File: src/rtl/uart_pkg.sv
// Shared constants for the UART receive path: default sizes and status byte layout.
package uart_pkg;

   localparam int DEF_DATA_BITS  = 8;
   localparam int DEF_FIFO_DEPTH = 16;
   localparam int DEF_FIFO_AW    = 4;
   localparam int DEF_DIV_W      = 8;

   // Bit positions inside the status byte returned by UARTstat.
   localparam int STAT_NEMPTY  = 0;
   localparam int STAT_FULL    = 1;
   localparam int STAT_OVR     = 2;
   localparam int STAT_CNT_LSB = 3;
   localparam int STAT_CNT_W   = 5;

endpackage

File: src/rtl/uart_rx_fifo.sv
// Receive FIFO: storage, wrapping pointers, occupancy count and full/empty flags.
module uart_rx_fifo
   import uart_pkg::*;
#(
   parameter int DATA_BITS  = DEF_DATA_BITS,
   parameter int FIFO_DEPTH = DEF_FIFO_DEPTH,
   parameter int FIFO_AW    = DEF_FIFO_AW
) (
   input  logic                 clk,
   input  logic                 reset,
   input  logic                 push,
   input  logic [DATA_BITS-1:0] push_data,
   input  logic                 pop,
   output logic [DATA_BITS-1:0] pop_data,
   output logic                 full,
   output logic                 empty,
   output logic [FIFO_AW:0]     count
);

   logic [DATA_BITS-1:0] mem [FIFO_DEPTH];
   logic [FIFO_AW-1:0]   wrPtr;
   logic [FIFO_AW-1:0]   rdPtr;
   logic                 doPush;
   logic                 doPop;

   assign empty = (count == '0);
   assign full  = (count == (FIFO_AW+1)'(FIFO_DEPTH));

   // A pop from a full FIFO frees the slot the simultaneous push lands in.
   assign doPop  = pop & ~empty;
   assign doPush = push & (~full | doPop);

   assign pop_data = mem[rdPtr];

   always_ff @(posedge clk or posedge reset) begin
      if (reset) begin
         wrPtr <= '0;
         rdPtr <= '0;
         count <= '0;
      end else begin
         if (doPush) begin
            wrPtr <= wrPtr + 1'b1;
         end
         if (doPop) begin
            rdPtr <= rdPtr + 1'b1;
         end
         case ({doPush, doPop})
            2'b10:   count <= count + 1'b1;
            2'b01:   count <= count - 1'b1;
            default: count <= count;
         endcase
      end
   end

   always_ff @(posedge clk) begin
      if (doPush) begin
         mem[wrPtr] <= push_data;
      end
   end

endmodule

File: src/rtl/uart_rx_ctrl.sv
// UART receive controller: oversampling tick divider, receive FIFO capture,
// one-cycle-latency read port and status byte for UARTrd / UARTstat.
module uart_rx_ctrl
   import uart_pkg::*;
#(
   parameter int DATA_BITS  = DEF_DATA_BITS,
   parameter int FIFO_DEPTH = DEF_FIFO_DEPTH,
   parameter int FIFO_AW    = DEF_FIFO_AW,
   parameter int DIV_W      = DEF_DIV_W
) (
   input  logic                 clk,
   input  logic                 reset,
   input  logic                 baud_en,
   input  logic [DIV_W-1:0]     baud_div,
   output logic                 s_tick,
   input  logic                 rx_done_tick,
   input  logic [DATA_BITS-1:0] rx_data,
   input  logic                 rd_req,
   output logic [DATA_BITS-1:0] rd_data,
   output logic                 rd_valid,
   input  logic                 clr_ovr,
   output logic [7:0]           status
);

   logic [DIV_W-1:0]     divCnt;
   logic [DATA_BITS-1:0] popData;
   logic                 fifoFull;
   logic                 fifoEmpty;
   logic [FIFO_AW:0]     fifoCount;
   logic                 overrun;
   logic                 popAccept;
   logic                 ovrSet;

   // Read handshake: rd_req is a one-cycle request with no ready back-pressure;
   // it is accepted only when the FIFO holds data, and each accepted request
   // yields exactly one rd_valid pulse on the following cycle with rd_data.
   assign popAccept = rd_req & ~fifoEmpty;
   assign ovrSet    = rx_done_tick & fifoFull & ~rd_req;

   // The >= compare makes a shrinking divisor take effect on the next edge.
   always_ff @(posedge clk or posedge reset) begin
      if (reset) begin
         divCnt <= '0;
         s_tick <= 1'b0;
      end else if (!baud_en) begin
         divCnt <= '0;
         s_tick <= 1'b0;
      end else if (divCnt >= baud_div) begin
         divCnt <= '0;
         s_tick <= 1'b1;
      end else begin
         divCnt <= divCnt + 1'b1;
         s_tick <= 1'b0;
      end
   end

   uart_rx_fifo #(
      .DATA_BITS  (DATA_BITS),
      .FIFO_DEPTH (FIFO_DEPTH),
      .FIFO_AW    (FIFO_AW)
   ) u_fifo (
      .clk       (clk),
      .reset     (reset),
      .push      (rx_done_tick),
      .push_data (rx_data),
      .pop       (rd_req),
      .pop_data  (popData),
      .full      (fifoFull),
      .empty     (fifoEmpty),
      .count     (fifoCount)
   );

   // Set has priority so an overrun coinciding with a clear is not lost.
   always_ff @(posedge clk or posedge reset) begin
      if (reset) begin
         overrun <= 1'b0;
      end else if (ovrSet) begin
         overrun <= 1'b1;
      end else if (clr_ovr) begin
         overrun <= 1'b0;
      end
   end

   always_ff @(posedge clk or posedge reset) begin
      if (reset) begin
         rd_data  <= '0;
         rd_valid <= 1'b0;
      end else begin
         rd_valid <= popAccept;
         if (popAccept) begin
            rd_data <= popData;
         end
      end
   end

   always_comb begin
      status = '0;
      status[STAT_NEMPTY] = ~fifoEmpty;
      status[STAT_FULL]   = fifoFull;
      status[STAT_OVR]    = overrun;
      status[STAT_CNT_LSB +: STAT_CNT_W] = STAT_CNT_W'(fifoCount);
   end

endmodule

File: config.mk
export PLATFORM = sky130hd
export DESIGN_NAME = uart_rx_ctrl
export DESIGN_NICKNAME = d
export VERILOG_FILES = /design/src/rtl/uart_pkg.sv /design/src/rtl/uart_rx_fifo.sv /design/src/rtl/uart_rx_ctrl.sv
export SDC_FILE = /design/constraint.sdc
export NUM_CORES = 1
export LEC_CHECK = 0
export BUFFER_PORTS_ARGS = -buffer_cell sky130_fd_sc_hd__buf_2
export CORE_MARGIN = 1.5
export CORE_UTILIZATION = 60
export DETAILED_ROUTE_END_ITERATION = 10
export GPL_ROUTABILITY_DRIVEN = 0
export PLACE_DENSITY = 0.79
export SLEW_MARGIN = 20
export SYNTH_ARGS = -nofsm -noshare
export SYNTH_HDL_FRONTEND = slang
export SYNTH_SLANG_ARGS = --single-unit
File: constraint.sdc
create_clock -name clk -period 3.9 [get_ports clk]
set_input_delay 0.195 -clock clk [delete_from_list [all_inputs] [get_ports clk]]
set_output_delay 0.195 -clock clk [all_outputs]
set_load 0.005 [all_outputs]
==> out/results.txt <==
Across the run, the number of max-cap violations was 0. For this run, asynchronously set or reset flops after synthesis account for 20.0%. Of all nets on the critical path, the largest fanout is 5. Yosys printed 0 warnings.

Post-synthesis instance area: 0.00664 mm2. The tree is rooted in a sky130_fd_sc_hd__clkbuf_8. Number of buffers inserted by hold repair at cts: 4. For this design, the sink count on the clock tree is 160. In this run, post-CTS repair resized a total of 0 instances.

Among cell families on the critical path, the largest total delay comes from simple AND/OR/NAND/NOR gates. In the routed design, unresolved DRC markers number 0. The final layout contains routed wiring with a total length of 12.1 mm. Subtracting the final worst setup slack from the clock period gives 2.69 ns. The tools report the number of antenna violations at the first check in global routing as 0. The leakage dissipation was 2.89 nW; the number of routed nets with antenna violations was 0. The netlist uses 36 different library cells. The placed wire-length estimate after detailed placement was 7.53 mm. The clock tree synthesis step divided the H-tree into 4 levels.

Setup repair after global routing left no endpoint under its margin. For the die footprint, the log shows 0.0117 mm2. The logs give 17 for the number of buffers created by CTS and 4.36 ns for the required arrival time at the worst endpoint.

For the clock tree skew after final layout, the log shows 0.00861 ns. The run gives 45.2% as the worst slew margin relative to its limit. Using the TritonRoute via totals, the vias-per-cell ratio works out to 5.91. Compared with the post-synthesis result, the final layout area differs by 15.0%. Across every metal layer, demand over resource in global routing totals 23.3%. Entering global routing, the biggest net connects 34 pins. In the final layout, the share of cells above drive strength 1 is 26.2%. The cell count after synthesis came out at 372.

For the pin with the worst max-slew slack, the measured transition is 0.821 ns. The floorplan step set the die height to 108 um. The run gives 1.23 ns as the post-placement setup slack. Across the VDD grid, the largest voltage drop is 0.443 mV.

The path with the worst hold slack has its endpoint at u_fifo.mem[7][1]. The detailed-router iteration count before antenna repair is 4, and the fraction of the cycle the final worst path needs is 68.9%. For the core area, the log shows 0.0108 mm2. The type of origin of the critical path is a register.

Walking the worst path, the cells encountered are nor4_4 -> nand2b_1 -> nor2b_4 -> ha_1 -> nor2b_1 -> o21a_1 -> or2_2 -> o31a_2 -> o211ai_1. Via count of the first global-routing pass: 3384. The type of the most critical hold path was in -> reg. Counting every net in the synthesized netlist gives 412. After clock tree synthesis, the clock-pin slew on the worst setup and hold paths is 0.07 ns. Timing would allow up to 372 MHz. The number of register bits inferred by synthesis works out to 160. The power per standard cell area was 706 mW/mm2.

The number of hold violations in the final report was 0. 0 antenna diodes ended up in the layout. The total congestion overflow was 0. The number of cell instances on the worst register-to-register path came out at 9. The tools report the endpoint kind of the worst setup timing path as a register.

The initial utilization of the core area, before any placement, comes to 61.3%. The tools report the sequential share of the synthesized area as 69.9%. The launching point of the worst reg2reg path was u_fifo.count[0]. The worst hold path begins at rx_data[1]. The worst register-to-register path ends at u_fifo.count[4]. TritonCTS built the clock tree. The commonest register cell after synthesis was sky130_fd_sc_hd__edfxtp_1.

The number of max-slew violations in the final report was 0. Final hold analysis gives a worst-case slack of 0.0414 ns. Number of buffers on the longest clock path: 2. The count of buffer and inverter cells on the critical path was 0. The logs give 0 ns for the final setup TNS and 5.39 mW for the overall power of the completed layout.

A synthesized cell averages 17.9 um2. The number of nets in the final layout is 462. Input and output buffers added on the ports amount to 39. The worst-case setup margin in the final layout came out at 1.21 ns.

The flow ran to the end, and the final reports show no timing, DRC or antenna violations. For this run, the slowest stage of the critical path takes 0.44 ns. Across all layers, the routed design uses 3401 vias.

After the first detailed-routing iteration, the DRC count stood at 168. Measured on the finished design, the core utilization comes to 70.5%. The number of setup violations in the final report came out at 0. Dividing the detail-routed wire length by the instance count gives 21.1 um. The count of cells along the worst hold path is 1. The classification of the worst setup path was reg -> reg.

From left edge to right edge, the die measures 108 um. The clock reaches the later pin of the worst-skew pair after 0.54 ns. After floorplanning, the core was divided into 38 placement rows.

The setup fix buffers added after clock tree synthesis is 0, and the arrival time of data at the critical path endpoint is 3.14 ns. In this run the count of I/O pins placed on the die edge is 40. On the critical path, the stage with the largest delay is an instance of sky130_fd_sc_hd__dfrtp_1. The first global-routing pass estimated 18.9 mm of wire. The tools report the register-to-register path setup slack as 1.21 ns. The number of enable flip-flop cells after synthesis came out at 128.
[worst max path at each step]
stage	startpoint	to	slack, ns	depth (start not counted)
floorplan	u_fifo.count[0]	u_fifo.count[4]	1.40	9
global placement	u_fifo.count[0]	u_fifo.count[4]	1.36	9
detailed placement	u_fifo.count[0]	u_fifo.count[4]	1.23	9
CTS	u_fifo.count[0]	u_fifo.count[4]	1.22	9
global route	u_fifo.count[0]	u_fifo.count[4]	1.09	9
finish	u_fifo.count[0]	u_fifo.count[4]	1.21	9
[routing by layer]
layer / vias to the layer above / routed length, um / global-route usage [%]
met5: - / 0 / 0
met4: 0 / 307 / 11.4
met3: 23 / 916 / 4.94
met2: 130 / 6120 / 37.3
met1: 1705 / 4780 / 30.8
li1: 1543 / - / -
[state kept, by name, summed over array words and instances, names as in the netlist]
name and count:
u_fifo.count 5, rd_valid 1, s_tick 1, rd_data 8, overrun 1, u_fifo.rdPtr 4
divCnt 8, u_fifo.wrPtr 4, u_fifo.mem 128
[worst register-to-register path: stages (launching register included)]
cell and delay, ns:
sky130_fd_sc_hd__dfrtp_1 0.44, sky130_fd_sc_hd__nor4_4 0.43, sky130_fd_sc_hd__nand2b_1 0.18, sky130_fd_sc_hd__nor2b_4 0.19, sky130_fd_sc_hd__ha_1 0.32, sky130_fd_sc_hd__nor2b_1 0.15, sky130_fd_sc_hd__o21a_1 0.16, sky130_fd_sc_hd__or2_2 0.30
sky130_fd_sc_hd__o31a_2 0.30, sky130_fd_sc_hd__o211ai_1 0.15
[cells in the final DEF, fill, tap and decap left out, types with 2 or more instances in the layout]
cell / n
sky130_fd_sc_hd__ha_1: 17
sky130_fd_sc_hd__o21ai_0: 5
sky130_fd_sc_hd__nand2_1: 19
sky130_fd_sc_hd__and3_1: 11
sky130_fd_sc_hd__a21oi_1: 3
sky130_fd_sc_hd__clkinv_2: 2
sky130_fd_sc_hd__dfrtp_1: 29
sky130_fd_sc_hd__dfrtp_2: 3
sky130_fd_sc_hd__and2_1: 9
sky130_fd_sc_hd__edfxtp_1: 128
sky130_fd_sc_hd__mux2_2: 2
sky130_fd_sc_hd__nor2b_1: 2
sky130_fd_sc_hd__nand4_1: 3
sky130_fd_sc_hd__o211ai_1: 3
sky130_fd_sc_hd__dlygate4sd3_1: 4
sky130_fd_sc_hd__inv_1: 18
sky130_fd_sc_hd__clkbuf_8: 3
sky130_fd_sc_hd__bufinv_16: 5
sky130_fd_sc_hd__clkbuf_16: 16
sky130_fd_sc_hd__clkbuf_1: 3
sky130_fd_sc_hd__xor2_1: 4
sky130_fd_sc_hd__a21o_1: 2
sky130_fd_sc_hd__mux4_2: 32
sky130_fd_sc_hd__mux2i_1: 17
sky130_fd_sc_hd__buf_4: 3
sky130_fd_sc_hd__buf_2: 39
sky130_fd_sc_hd__nand3_1: 5
sky130_fd_sc_hd__o21a_1: 3
sky130_fd_sc_hd__nand2b_1: 4
sky130_fd_sc_hd__xnor2_1: 10
sky130_fd_sc_hd__nor2_1: 10
sky130_fd_sc_hd__o221ai_1: 8
sky130_fd_sc_hd__clkinvlp_4: 3
[power breakdown]
group,internal [mW],leakage [nW],total [mW],switching [mW]
clock,1.14,0.301,1.77,0.636
combinational,0.661,1.03,1.19,0.527
sequential,2.10,1.55,2.43,0.333
total,3.90,2.89,5.39,1.49
[layout make-up]
| class | count | area [um2] |
|---|---|---|
| clock buffers | 22 | 453 |
| flip-flops and latches | 160 | 4650 |
| repair buffers | 46 | 258 |
| fillers | 672 | 3200 |
| inverters | 18 | 67.6 |
| multi-input cells | 179 | 1850 |
| well taps | 140 | 175 |
| clock inverters | 10 | 183 |
[cell usage after synthesis (2+ instances only)]
master	instances	share of area (%)
sky130_fd_sc_hd__a21o_1	2	0.23
sky130_fd_sc_hd__a21oi_1	3	0.23
sky130_fd_sc_hd__and2_1	9	0.85
sky130_fd_sc_hd__and3_1	11	1.0
sky130_fd_sc_hd__buf_2	6	0.45
sky130_fd_sc_hd__buf_4	4	0.45
sky130_fd_sc_hd__clkbuf_1	5	0.28
sky130_fd_sc_hd__dfrtp_1	32	12
sky130_fd_sc_hd__edfxtp_1	128	58
sky130_fd_sc_hd__ha_1	17	3.2
sky130_fd_sc_hd__inv_1	18	1.0
sky130_fd_sc_hd__mux2_2	2	0.34
sky130_fd_sc_hd__mux2i_1	17	2.6
sky130_fd_sc_hd__mux4_2	32	11
sky130_fd_sc_hd__nand2_1	19	1.1
sky130_fd_sc_hd__nand2b_1	4	0.38
sky130_fd_sc_hd__nand3_1	5	0.38
sky130_fd_sc_hd__nand4_1	3	0.28
sky130_fd_sc_hd__nor2_1	10	0.57
sky130_fd_sc_hd__nor2b_1	2	0.19
sky130_fd_sc_hd__o211ai_1	3	0.34
sky130_fd_sc_hd__o21a_1	3	0.34
sky130_fd_sc_hd__o21ai_0	5	0.38
sky130_fd_sc_hd__o221ai_1	8	1.1
sky130_fd_sc_hd__xnor2_1	10	1.3
sky130_fd_sc_hd__xor2_1	4	0.53
[stage by stage]
step | cells | cell area [um2]
floorplan | 372 | 6640
global placement | 539 | 6960
detailed placement | 539 | 6960
CTS | 575 | 7640
global route | 575 | 7640
finish | 575 | 7640
[kinds of logic (layout without fill, tap and decap cells)]
| family | count (synthesis) | in the layout | synth area share [%] |
|---|---|---|---|
| flip-flops | 160 | 160 | 69.9 |
| AND/OR/NAND/NOR | 67 | 67 | 5.44 |
| multiplexers | 51 | 51 | 13.7 |
| buffers and inverters | 33 | 96 | 2.20 |
| AO/OA/AOI/OAI | 29 | 29 | 3.35 |
| adder cells (fa/ha/maj) | 18 | 18 | 3.50 |
| XOR/XNOR | 14 | 14 | 1.85 |
No activity file was read; power rests on OpenSTA's default activity.
